[src/rtl/mem_ctrl.sv]
// Two-port (fetch / load-store) arbiter and sequencer for a single-ported synchronous ram.
// One access in flight at a time; the ram returns data one edge after the enable edge.
module mem_ctrl #(
    parameter int unsigned ADDR_BITS = 16
) (
    input  logic        clk_i,
    input  logic        rst_i,

    input  logic        if_req_i,
    input  logic [31:0] if_addr_i,
    output logic        if_ready_o,
    output logic        if_valid_o,
    output logic [31:0] if_data_o,
    output logic        if_err_o,

    input  logic        ls_req_i,
    input  logic        ls_we_i,
    input  logic [31:0] ls_addr_i,
    input  logic [31:0] ls_wdata_i,
    output logic        ls_ready_o,
    output logic        ls_valid_o,
    output logic [31:0] ls_rdata_o,
    output logic        ls_err_o,

    output logic [31:0] mem_addr_o,
    output logic [31:0] mem_din_o,
    output logic [1:0]  mem_rw_o,
    output logic        mem_enable_o,
    input  logic [31:0] mem_dout_i,
    input  logic [31:0] mem_fetch_i
);

    typedef enum logic [1:0] {StIdle, StIssue, StCapture} state_e;

    localparam logic [1:0] RwFetch = 2'b00;
    localparam logic [1:0] RwRead  = 2'b01;
    localparam logic [1:0] RwWrite = 2'b10;

    localparam logic GrantIf = 1'b0;

    state_e      state_q, state_d;
    logic        last_grant_q, last_grant_d;
    logic        err_q, err_d;
    logic [31:0] mem_addr_q, mem_addr_d;
    logic [31:0] mem_din_q, mem_din_d;
    logic [1:0]  mem_rw_q, mem_rw_d;
    logic        mem_en_q, mem_en_d;
    logic        if_valid_q, if_valid_d;
    logic        if_err_q, if_err_d;
    logic [31:0] if_data_q, if_data_d;
    logic        ls_valid_q, ls_valid_d;
    logic        ls_err_q, ls_err_d;
    logic [31:0] ls_rdata_q, ls_rdata_d;

    logic grant_if, grant_ls;
    logic if_in_range, ls_in_range;

    // On a tie the port opposite to the previous winner is granted.
    assign grant_ls = ls_req_i && (!if_req_i || (last_grant_q == GrantIf));
    assign grant_if = if_req_i && !grant_ls;

    assign if_in_range = (if_addr_i >> ADDR_BITS) == 32'd0;
    assign ls_in_range = (ls_addr_i >> ADDR_BITS) == 32'd0;

    // State register
    always_ff @(posedge clk_i) begin
        if (rst_i) begin
            state_q <= StIdle;
        end else begin
            state_q <= state_d;
        end
    end

    // Next-state logic
    always_comb begin
        state_d = state_q;
        unique case (state_q)
            StIdle: begin
                if (if_ready_o || ls_ready_o) begin
                    state_d = StIssue;
                end
            end
            StIssue: begin
                if (err_q || (mem_rw_q == RwWrite)) begin
                    state_d = StIdle;
                end else begin
                    state_d = StCapture;
                end
            end
            StCapture: state_d = StIdle;
            default:   state_d = StIdle;
        endcase
    end

    // Output and datapath next-state logic
    always_comb begin
        if_ready_o   = 1'b0;
        ls_ready_o   = 1'b0;
        last_grant_d = last_grant_q;
        err_d        = err_q;
        mem_addr_d   = mem_addr_q;
        mem_din_d    = mem_din_q;
        mem_rw_d     = mem_rw_q;
        mem_en_d     = 1'b0;
        if_valid_d   = 1'b0;
        if_err_d     = 1'b0;
        if_data_d    = if_data_q;
        ls_valid_d   = 1'b0;
        ls_err_d     = 1'b0;
        ls_rdata_d   = ls_rdata_q;

        unique case (state_q)
            StIdle: begin
                if_ready_o = !rst_i && grant_if;
                ls_ready_o = !rst_i && grant_ls;
                if (if_ready_o) begin
                    last_grant_d = 1'b0;
                    mem_addr_d   = if_addr_i;
                    mem_rw_d     = RwFetch;
                    mem_en_d     = if_in_range;
                    err_d        = !if_in_range;
                end else if (ls_ready_o) begin
                    last_grant_d = 1'b1;
                    mem_addr_d   = ls_addr_i;
                    mem_rw_d     = ls_we_i ? RwWrite : RwRead;
                    mem_en_d     = ls_in_range;
                    err_d        = !ls_in_range;
                    if (ls_we_i) begin
                        mem_din_d = ls_wdata_i;
                    end
                end
            end
            StIssue: begin
                if (err_q) begin
                    if (mem_rw_q == RwFetch) begin
                        if_valid_d = 1'b1;
                        if_err_d   = 1'b1;
                        if_data_d  = 32'd0;
                    end else begin
                        ls_valid_d = 1'b1;
                        ls_err_d   = 1'b1;
                        ls_rdata_d = 32'd0;
                    end
                end else if (mem_rw_q == RwWrite) begin
                    ls_valid_d = 1'b1;
                    ls_rdata_d = 32'd0;
                end
            end
            StCapture: begin
                if (mem_rw_q == RwFetch) begin
                    if_valid_d = 1'b1;
                    if_data_d  = mem_fetch_i;
                end else begin
                    ls_valid_d = 1'b1;
                    ls_rdata_d = mem_dout_i;
                end
            end
            default: ;
        endcase
    end

    // Datapath registers
    always_ff @(posedge clk_i) begin
        if (rst_i) begin
            last_grant_q <= GrantIf;
            err_q        <= 1'b0;
            mem_addr_q   <= 32'd0;
            mem_din_q    <= 32'd0;
            mem_rw_q     <= RwFetch;
            mem_en_q     <= 1'b0;
            if_valid_q   <= 1'b0;
            if_err_q     <= 1'b0;
            if_data_q    <= 32'd0;
            ls_valid_q   <= 1'b0;
            ls_err_q     <= 1'b0;
            ls_rdata_q   <= 32'd0;
        end else begin
            last_grant_q <= last_grant_d;
            err_q        <= err_d;
            mem_addr_q   <= mem_addr_d;
            mem_din_q    <= mem_din_d;
            mem_rw_q     <= mem_rw_d;
            mem_en_q     <= mem_en_d;
            if_valid_q   <= if_valid_d;
            if_err_q     <= if_err_d;
            if_data_q    <= if_data_d;
            ls_valid_q   <= ls_valid_d;
            ls_err_q     <= ls_err_d;
            ls_rdata_q   <= ls_rdata_d;
        end
    end

    assign mem_addr_o   = mem_addr_q;
    assign mem_din_o    = mem_din_q;
    assign mem_rw_o     = mem_rw_q;
    assign mem_enable_o = mem_en_q;
    assign if_valid_o   = if_valid_q;
    assign if_err_o     = if_err_q;
    assign if_data_o    = if_data_q;
    assign ls_valid_o   = ls_valid_q;
    assign ls_err_o     = ls_err_q;
    assign ls_rdata_o   = ls_rdata_q;

    a_rw_legal: assert property (@(posedge clk_i) disable iff (rst_i) mem_rw_q != 2'b11);
    a_one_ready: assert property (@(posedge clk_i) !(if_ready_o && ls_ready_o));

endmodule

[config.mk]
export PLATFORM = sky130hd
export DESIGN_NAME = mem_ctrl
export DESIGN_NICKNAME = d
export VERILOG_FILES = /design/src/rtl/mem_ctrl.sv
export SDC_FILE = /design/constraint.sdc
export NUM_CORES = 1
export LEC_CHECK = 0
export CAP_MARGIN = 10
export CELL_PAD_IN_SITES_DETAIL_PLACEMENT = 2
export CELL_PAD_IN_SITES_GLOBAL_PLACEMENT = 2
export CORE_ASPECT_RATIO = 0.7
export CORE_MARGIN = 3
export CORE_UTILIZATION = 22
export DETAILED_ROUTE_END_ITERATION = 12
export PLACE_DENSITY = 0.87
export SLEW_MARGIN = 40
export SYNTH_ARGS = -nofsm -noshare
export SYNTH_HDL_FRONTEND = slang
export SYNTH_SLANG_ARGS = --single-unit
[constraint.sdc]
create_clock -name clk_i -period 5.37 [get_ports clk_i]
set_clock_uncertainty 0.15 [all_clocks]
set_input_delay 1.3425 -clock clk_i [delete_from_list [all_inputs] [get_ports clk_i]]
set_output_delay 1.3425 -clock clk_i [all_outputs]
set_load 0.02 [all_outputs]
After elaboration in Yosys (flattened, before gate mapping)
Cells that the tools add are included.
Word-level totals
  memories kept: 0
  logic and storage cells: 85
  input bits: 165
  memory bits (read-only): 0
  bits in latches: 0
  bits in registers: 139
  output and inout bits: 137
  RAM bits: 0
Cells by class
  mux-type cells: 32
  bitwise operators: 5
  multipliers: 0
  shifts and indexed selects: 0
  magnitude comparators: 0
  equal/unequal tests: 10
  div/mod/pow operators: 0
  add/subtract/negate cells: 0
  reductions and logical operators: 25
Operators by type and width (count)
  32-bit 2-to-1 mux: 9
  32-bit one-hot mux with 2 select lines: 2
  32-bit zero test: 2
  1-bit 2-to-1 mux: 13
  4-bit AND reduction: 3
  2-bit 2-to-1 mux: 5
  2-bit != test, second input constant: 5
  3-bit != test, second input constant: 2
  1-bit zero test: 5
  1-bit inverter: 5
  2-bit == test, second input constant: 2
  1-bit logical AND: 4
  2-bit zero test: 2
  1-bit one-hot mux with 2 select lines: 2
  2-bit one-hot mux with 2 select lines: 1
  2-bit nonzero test: 2
  2-bit OR reduction: 2
  1-bit logical OR: 3
  3-bit OR reduction: 1
  2-bit by 1-bit == test with 1-bit output, second input constant: 1
  2-bit AND reduction: 1

Longest topological paths before layout
Gate-level depths: netlist (run 1).
  word-level depth: 10
  depth in mapped cells: 9
  depth with buffers taken out: 6

Worst setup path after synthesis (run 1)
Ideal clock, no wire load.
  path type: input to output
  from: input rst_i
  to: output ls_ready_o
  cell stages on the path: 4
  path slack: 1.776 ns
  buffers on the path: 1
  data required time: 3.878 ns
  arrival: 2.101 ns
  path through: and2b_1 -> o21ai_1 -> clkbuf_1 -> nor2_1
Between the ends
  word-level cells in the longest chain between the ends: 3
RTL lines
  start: declaration: RTL line 7  | input logic rst_i,
  1-bit zero test: RTL line 115  | ls_ready_o = !rst_i && grant_ls;
  1-bit logical AND: RTL line 115
  1-bit 2-to-1 mux: RTL line 112  | unique case (state_q)
  end: declaration: RTL line 20  | output logic ls_ready_o,
Every way passes these cells.

Worst setup path after layout (run 1)
  from: input ls_req_i
  to: output if_ready_o
Between the ends
  word-level cells in the longest chain between the ends: 5
RTL lines
  start: declaration: RTL line 16  | input logic ls_req_i,
  1-bit logical AND: RTL line 59  | assign grant_ls = ls_req_i && (!if_req_i || (last_grant_q == GrantIf));
  1-bit zero test: RTL line 60  | assign grant_if = if_req_i && !grant_ls;
  1-bit logical AND: RTL line 60
  1-bit logical AND: RTL line 114  | if_ready_o = !rst_i && grant_if;
  1-bit 2-to-1 mux: RTL line 112
  end: declaration: RTL line 11  | output logic if_ready_o,
Every way passes these cells.

==> key figures, run 1 <==
Synthesis
  – Synth top area share: 0.5055
  – Syn Inst Count: 633
  – YS warnings: 0
  – Synthesized cell area: 5505 sq um
  – Post-synth top area cell: dfxtp_1
  – Synth cell types: 44
  – #FFs+latches synth: 139
  – Number of flops mapped to enable cells by yosys: 0
  – Sequential element share of the synthesized area: 0.5055
  – Top post-synthesis cells by area: dfxtp_1, nand2_1, a21oi_1
  – Mapped Nets: 801
  – Average size of a mapped cell: 8.697 sq um
  – FFs w/ async S/R, synth: 0
  – Synth Flop Type: dfxtp_1

Worst setup path
  – CP startpoint: ls_req_i
  – R2R Path Start: state_q[0]$_SDFFE_PP0P_
  – Worst EP required: 3.88 ns
  – Critical path endpoint category: primary output
  – Setup CP Type: input port to primary output
  – Worst path arrival time: 3.23 ns
  – Critical-path maximum fanout: 13
  – CP startpoint kind: input port

Clock tree
  – CTS tree: done
  – Clk root buf: clkbuf_16
  – H-tree depth: 4
  – Clock latency on the worst-skew pair: 0.42 ns
  – Post-CTS Setup Bufs: 0
  – Clock tree buffer depth: 2
  – Hold buffers post-CTS: 0
  – Reg clk slew, reported paths: 0.06 ns
  – CTS sink count: 139
  – Post-cts resize count: 0
  – CTS Buf Count: 17

Outcome
  – Status: completed

STA
  – Period utilization: 0.8788
  – Post-layout min period: 4.719 ns
  – Setup violations, final: 0
  – RSZ-0062 raised after global routing: false
  – Final count of hold timing violations: 0
  – Worst slew pin tran: 0.7722 ns
  – Post-route setup TNS: 0 ns
  – Worst relative slew slack: 0.4834
  – Max Fclk: 0.2119 GHz
  – Pins over their slew limit: 0

Pwr
  – Switching Power: 0.7447 mW
  – Clk pwr share: 0.441
  – Peak VDD IR: 0.0002155 V
  – Net Sw Frac: 0.2594
  – Leak: 3.263 nW
  – Internal: 2.126 mW
  – Flop pwr share: 0.387
  – PwrDens: 307.6 nW/um^2
  – Logic pwr share: 0.172

Floorplan
  – Core outline area: 24110 sq um
  – Initial Util: 0.2283
  – Rows: 47
  – Io pins: 302
  – Die Area: 26990 sq um
  – Die X: 195.1 um
  – Chip height: 138.4 um

Final layout
  – Seq. cell area: 2783 sq um
  – Multi-input gate area: 2377 sq um
  – Nets: 1078
  – ANT cells: 0
  – Share of post-route cells with drive strength above 1: 0.07151
  – Design area: 9333 sq um
  – Syn-to-layout area delta: 69.52%
  – Fillers: 2679

Detailed routing
  – WL per Instance: 18.91 um
  – Via count: 5757
  – DRC violations left: 0
  – Total wire length: 23460 um
  – Initial DRC count: 113
  – Drt pass-1 iters: 4
  – ANT nets after route: 0
  – Drt via density: 4.639

Global route
  – Global-route usage over all layers: 0.1693
  – Initial antenna violation count: 0
  – Total grt overflow: 0
  – Vias in the first global route: 6298
  – First-pass GRT wire length: 36440 um
  – Largest net degree at the start of global routing: 84

Place
  – I/O Buffers: 301
  – Area after DPL: 8706 sq um
  – GPL Wtd Cong: 0.7832
  – DPL Wire Length: 17220 um

Min path
  – Worst Hold Launch: ls_rdata_o[5]$_SDFFE_PP0P_
  – HP Class: register to register

Flow run
  – Max-Cap Viols: 0
state kept, by name, indices dropped and copies added (netlist names), 2 cells and up:
name	count
if_data_o	32
ls_rdata_o	32
mem_addr_o	32
mem_din_o	32
mem_rw_o	2
state_q	2
cell families (layout without fill, tap and decap cells):
group / Yosys count / after routing / share of synthesized area
AO/OA/AOI/OAI: 143 / 143 / 0.1773
adder cells (fa/ha/maj): 3 / 3 / 0.006819
buffers and inverters: 57 / 347 / 0.06591
flip-flops: 139 / 139 / 0.5055
multiplexers: 9 / 9 / 0.01659
AND/OR/NAND/NOR: 282 / 282 / 0.2280
power groups by stage:
stage	clock, mW	combinational, mW	sequential (mW)
finish	1.27	0.494	1.11
global route	1.37	0.533	1.12
CTS	1.32	0.504	1.11
detailed placement	0	0.500	1.13
global placement	0	0.478	1.13
floorplan	0	0.177	1.18
cell usage after synthesis, types with 4 or more instances:
| cell | count |
|---|---|
| a21oi_1 | 69 |
| o21ai_0 | 9 |
| nand3_1 | 34 |
| a311oi_1 | 25 |
| mux2i_1 | 8 |
| buf_2 | 14 |
| clkbuf_1 | 14 |
| nand2_1 | 148 |
| nor4_1 | 8 |
| nand3b_1 | 10 |
| buf_6 | 12 |
| buf_4 | 11 |
| dfxtp_1 | 139 |
| a22oi_2 | 10 |
| a22oi_1 | 22 |
| nor2_1 | 60 |
| nand2b_1 | 4 |
path summary, 6_finish.rpt:
path | cells after the start | slack (ns) | to
worst max-delay path | 5 | 0.65 | if_ready_o
worst min-delay path | 2 | 0.30 | ls_rdata_o[5]$_SDFFE_PP0P_
worst max register to register | 6 | 2.97 | ls_rdata_o[2]$_SDFFE_PP0P_
worst min register to register | 2 | 0.30 | ls_rdata_o[5]$_SDFFE_PP0P_
metrics by stage:
step                setup WS (ns)  power (mW)    util  hold slack [ns]  instances
floorplan                   1.776       1.355       -           0.3163        633
global placement           0.6821       1.607  0.3583           0.2877       1207
detailed placement         0.6229       1.633  0.3611           0.2972       1209
CTS                        0.6203       2.931  0.3871           0.3055       1241
global route               0.5607       3.014  0.3871           0.3208       1241
finish                     0.6506       2.870  0.3871           0.3007       1241
worst max-delay path: stages:
cell and delay (ns):
clkdlybuf4s50_1 0.53, nand2b_2 0.16, and3b_4 0.32, and2_1 0.19
clkdlybuf4s50_1 0.69
placed cells by master (no fill, tap or decap), drive strengths merged, types with 2 or more instances in the layout:
cell and n:
nor4 9, a21oi 69, nor3 2, nor2 62, clkinv 7, o31ai 2, or4 2, and3 2
buf 12, nand2b 5, ha 3, o21ai 10, dfxtp 139, mux2i 8, a311oi 25, clkdlybuf4s50 300
bufinv 4, clkbuf 20, nand2 149, and3b 2, a22oi 32, inv 3, nand3 34, nand3b 11
cell type report:
cell class | count | share of cell area
Tap cell | 318 | 0.04263
Clock buffer | 20 | 0.04893
Timing Repair Buffer | 312 | 0.3361
Multi-Input combinational cell | 437 | 0.2547
Inverter | 3 | 0.001207
Clock inverter | 12 | 0.01823
Sequential cell | 139 | 0.2982
routing by layer:
layer,routed length [um],vias up,part of all wire,GRT usage
met2,11000,198,0.47,0.2872
met4,255,0,0.011,0.04162
li1,-,2747,-,-
met5,0,-,0,0
met3,1904,13,0.081,0.06615
met1,10310,2799,0.44,0.2020
No activity file was read; power rests on OpenSTA's default activity.
==> run 2: changes to the inputs <==
ABC_CLOCK_PERIOD_IN_PS = 5600   (was default)
clock period = 5.6 ns   (was 5.37 ns; I/O delays follow)
==> key figures, run 2 (same netlist as run 1, synthesis figures left out) <==
Final layout
  – Commonest cells after routing, fill and taps aside: clkdlybuf4s50_1, nand2_1, dfxtp_1, a21oi_1, nor2_1
  – Seq. cell area: 2783 sq um
  – Share of post-route cells with drive strength above 1: 0.06949
  – Syn-to-layout area delta: 69.39%
  – Fillers: 2652
  – ANT cells: 0
  – Finished Layout Cells: 1239
  – Multi-input gate area: 2377 sq um
  – Most common cell after layout, fill and taps aside: clkdlybuf4s50_1
  – Nets: 1077

Clock tree
  – Hold buffers post-CTS: 0
  – Clock latency on the worst-skew pair: 0.41 ns
  – Clock tree buffer depth: 2
  – Clk root buf: clkbuf_16
  – CTS sink count: 139
  – Post-CTS Setup Bufs: 0
  – CTS tree: done
  – CTS Buf Count: 17
  – Reg clk slew, reported paths: 0.06 ns
  – H-tree depth: 4
  – Post-cts resize count: 0

STA
  – Hold_ws: 0.3017 ns
  – Period utilization: 0.8426
  – Final count of hold timing violations: 0
  – Post-layout min period: 4.719 ns
  – RSZ-0062 raised after global routing: false
  – Worst slew pin tran: 0.8046 ns
  – Pins over their slew limit: 0
  – Max Fclk: 0.2119 GHz
  – Final setup margin: 0.8814 ns
  – Post-route setup TNS: 0 ns
  – Setup violations, final: 0
  – Worst relative slew slack: 0.4617

Detailed routing
  – ANT nets after route: 0
  – DRC violations left: 0
  – Drt pass-1 iters: 4
  – Via count: 5792
  – Initial DRC count: 163
  – Drt via density: 4.675
  – WL per Instance: 19.30 um
  – Total wire length: 23910 um

Floorplan
  – Chip height: 138.4 um
  – Die Area: 26990 sq um
  – Rows: 47
  – Die X: 195.1 um
  – Core outline area: 24110 sq um
  – Initial Util: 0.2283
  – Io pins: 302

Worst setup path
  – Critical-path maximum fanout: 6
  – CP startpoint kind: input port
  – Setup CP Type: input port to primary output
  – Critical path endpoint category: primary output
  – Worst EP required: 4.05 ns
  – Worst path arrival time: 3.17 ns

Global route
  – First-pass GRT wire length: 36400 um
  – Largest net degree at the start of global routing: 100
  – Total grt overflow: 0
  – Vias in the first global route: 6276
  – Initial antenna violation count: 0
  – Global-route usage over all layers: 0.1699

Pwr
  – Leak: 3.261 nW
  – PwrDens: 299.0 nW/um^2
  – Peak VDD IR: 0.0002017 V

Outcome
  – Status: completed

Min path
  – HP Class: register to register

Place
  – DPL Wire Length: 17150 um
  – Inst Count DP: 1207
  – GPL Wtd Cong: 0.7632
  – I/O Buffers: 301
  – Place WS: 0.8490 ns

Flow run
  – Max-Cap Viols: 0
-- run 2: through the flow --
| stage | util | total power, mW | cell area [sq um] |
|---|---|---|---|
| floorplan | - | 1.299 | 5505 |
| global placement | 0.3580 | 1.540 | 8631 |
| detailed placement | 0.3591 | 1.557 | 8658 |
| CTS | 0.3856 | 2.831 | 9298 |
| global route | 0.3868 | 2.916 | 9325 |
| finish | 0.3868 | 2.788 | 9325 |
-- run 2: area by class of cell --
cell class	count	share of cell area
Inverter	3	0.001208
Sequential cell	139	0.2984
Timing Repair Buffer	311	0.3342
Clock inverter	12	0.02107
Tap cell	318	0.04267
Multi-Input combinational cell	437	0.2549
Clock buffer	19	0.04750
-- run 2: path summary, 6_finish.rpt --
path / startpoint / cells past startpoint / slack, ns / endpoint
max: ls_req_i / 5 / 0.88 / if_ready_o
min: ls_rdata_o[22]$_SDFFE_PP0P_ / 2 / 0.30 / ls_rdata_o[22]$_SDFFE_PP0P_
max reg2reg: state_q[0]$_SDFFE_PP0P_ / 7 / 3.22 / mem_addr_o[15]$_SDFFE_PP0P_
min reg2reg: ls_rdata_o[22]$_SDFFE_PP0P_ / 2 / 0.30 / ls_rdata_o[22]$_SDFFE_PP0P_
-- run 2: worst max-delay path: stages --
cell	delay (ns)
clkdlybuf4s50_1	0.54
nand2b_2	0.17
and3b_4	0.21
and2_1	0.17
clkdlybuf4s50_1	0.68
-- run 2: layer usage --
metal | global-route usage | part of all wire
met5 | 0 | 0
met2 | 0.2934 | 0.49
met1 | 0.1966 | 0.42
met4 | 0.03712 | 0.0093
met3 | 0.07247 | 0.083
-- run 2: power breakdown --
| part | internal (mW) | leakage, nW | switching (mW) |
|---|---|---|---|
| combinational | 0.233 | 1.82 | 0.238 |
| sequential | 1.03 | 1.13 | 0.0299 |
| clock | 0.799 | 0.317 | 0.454 |
| total | 2.07 | 3.26 | 0.721 |
==> run 3: changes to the inputs <==
ABC_CLOCK_PERIOD_IN_PS = 4300   (was 5600)
CORE_UTILIZATION = 19   (was 22)
PLACE_DENSITY = 0.8   (was 0.87)
clock period = 4.3 ns   (was 5.6 ns; I/O delays follow)
==> key figures, run 3 (same netlist as run 1, synthesis figures left out) <==
Outcome
  – Status: completed

Final layout
  – Commonest cells after routing, fill and taps aside: clkdlybuf4s50_1, nand2_1, dfxtp_1, a21oi_1, nor2_1
  – Share of post-route cells with drive strength above 1: 0.07359
  – Nets: 1079
  – Fillers: 3116
  – ANT cells: 0
  – Syn-to-layout area delta: 69.36%
  – Most common cell after layout, fill and taps aside: clkdlybuf4s50_1

Clock tree
  – CTS tree: done
  – CTS sink count: 139
  – Post-cts resize count: 0
  – Clock latency on the worst-skew pair: 0.42 ns
  – Clock tree buffer depth: 2
  – Reg clk slew, reported paths: 0.06 ns
  – CTS Buf Count: 17
  – Hold buffers post-CTS: 0
  – Clk root buf: clkbuf_16
  – Post-CTS Setup Bufs: 0
  – H-tree depth: 4

Worst setup path
  – CP top delay family: buffers and inverters
  – Cells along the critical path: clkdlybuf4s50_1 > nand2b_2 > and3b_4 > and2_1 > clkdlybuf4s50_1
  – R2R depth: 7
  – CP startpoint kind: input port
  – Worst path arrival time: 2.84 ns
  – Buf+Inv Stages, Crit Path: 2
  – Crit. path cell count: 5
  – Critical path endpoint category: primary output
  – Setup CP Type: input port to primary output
  – Worst EP required: 3.07 ns
  – Critical-path maximum fanout: 9
  – Cell at the slowest stage of the critical path: clkdlybuf4s50_1
  – Critical path's most frequent cell: clkdlybuf4s50_1
  – CP max stage delay: 0.68 ns

Floorplan
  – Core outline area: 28140 sq um
  – Rows: 51
  – Die X: 209.5 um
  – Io pins: 302
  – Chip height: 148.4 um
  – Die Area: 31090 sq um
  – Initial Util: 0.1956

STA
  – Final setup margin: 0.2362 ns
  – Max Fclk: 0.2461 GHz
  – Final count of hold timing violations: 0
  – RSZ-0062 raised after global routing: false
  – Period utilization: 0.9451
  – Worst slew pin tran: 0.8053 ns
  – Worst relative slew slack: 0.4612
  – Post-layout min period: 4.064 ns
  – Setup violations, final: 0
  – Post-route setup TNS: 0 ns
  – Hold_ws: 0.3023 ns
  – Pins over their slew limit: 0

Pwr
  – Logic pwr share: 0.173
  – Clk pwr share: 0.432
  – Flop pwr share: 0.395
  – Net Sw Frac: 0.2769
  – Internal: 2.534 mW
  – PwrDens: 375.9 nW/um^2
  – Leak: 3.217 nW
  – Switching Power: 0.9707 mW
  – Peak VDD IR: 0.0002122 V

Place
  – DPL Wire Length: 16950 um
  – GPL Wtd Cong: 0.7298
  – I/O Buffers: 301
  – Place WS: 0.1977 ns

Detailed routing
  – DRC violations left: 0
  – Initial DRC count: 207
  – WL per Instance: 18.09 um
  – Drt pass-1 iters: 4
  – Routed wl met3: 1913 um
  – ANT nets after route: 0
  – Metal1 wirelength: 10200 um
  – Total wire length: 23420 um
  – Top Layer Used: met4
  – Via count: 5681
  – Drt via density: 4.387
  – WL met2: 11030 um

Min path
  – HP Class: register to register
  – Hold depth: 2

Flow run
  – Max-Cap Viols: 0

Global route
  – Total grt overflow: 0
  – Vias in the first global route: 6142
  – Global-route usage over all layers: 0.1470
  – First-pass GRT wire length: 35780 um
  – Largest net degree at the start of global routing: 77
  – Initial antenna violation count: 0
## run 3: cell type report
cell class | count | area (sq um) | area share
sequential | 139 | 2783 | 0.2984
clock buffer | 19 | 452.9 | 0.04858
timing repair buffer | 313 | 3104 | 0.3329
tap | 371 | 464.2 | 0.04979
clock inverter | 13 | 140.1 | 0.01503
inverter | 3 | 11.26 | 0.001208
multi-input combinational | 437 | 2369 | 0.2540
## run 3: path summary, 6_finish.rpt
kind	startpoint	end	slack [ns]
max	ls_req_i	if_ready_o	0.24
min	ls_rdata_o[14]$_SDFFE_PP0P_	ls_rdata_o[14]$_SDFFE_PP0P_	0.30
max reg2reg	state_q[0]$_SDFFE_PP0P_	if_data_o[17]$_SDFFE_PP0P_	1.97
min reg2reg	ls_rdata_o[14]$_SDFFE_PP0P_	ls_rdata_o[14]$_SDFFE_PP0P_	0.30
## run 3: power groups by stage
stage / clock [mW] / combinational [mW] / sequential (mW)
after detailed placement: 0 / 0.614 / 1.41
after global routing: 1.63 / 0.656 / 1.39
final: 1.51 / 0.606 / 1.39
after CTS: 1.58 / 0.618 / 1.39
after global placement: 0 / 0.604 / 1.41
after floorplan: 0 / 0.221 / 1.47
## run 3: worst min-delay path: cells and delay by family, from the launching register on
family | cells | cell delay [ns]
compound gates | 1 | 0.05
simple gates | 1 | 0.05
flops | 1 | 0.31
## run 3: through the flow
stage | instances | total power [mW] | utilization | area, sq um
after floorplan | 633 | 1.692 | - | 5505
after global placement | 1263 | 2.015 | 0.3101 | 8727
after detailed placement | 1263 | 2.029 | 0.3101 | 8727
after CTS | 1295 | 3.582 | 0.3312 | 9320
after global routing | 1295 | 3.683 | 0.3313 | 9324
final | 1295 | 3.505 | 0.3313 | 9324
## run 3: routing by layer
metal  GRT usage  vias to the layer above
met5           0                        -
met4     0.03948                        0
met3     0.05946                       18
met2      0.2459                      189
met1      0.1759                     2737
li1            -                     2737
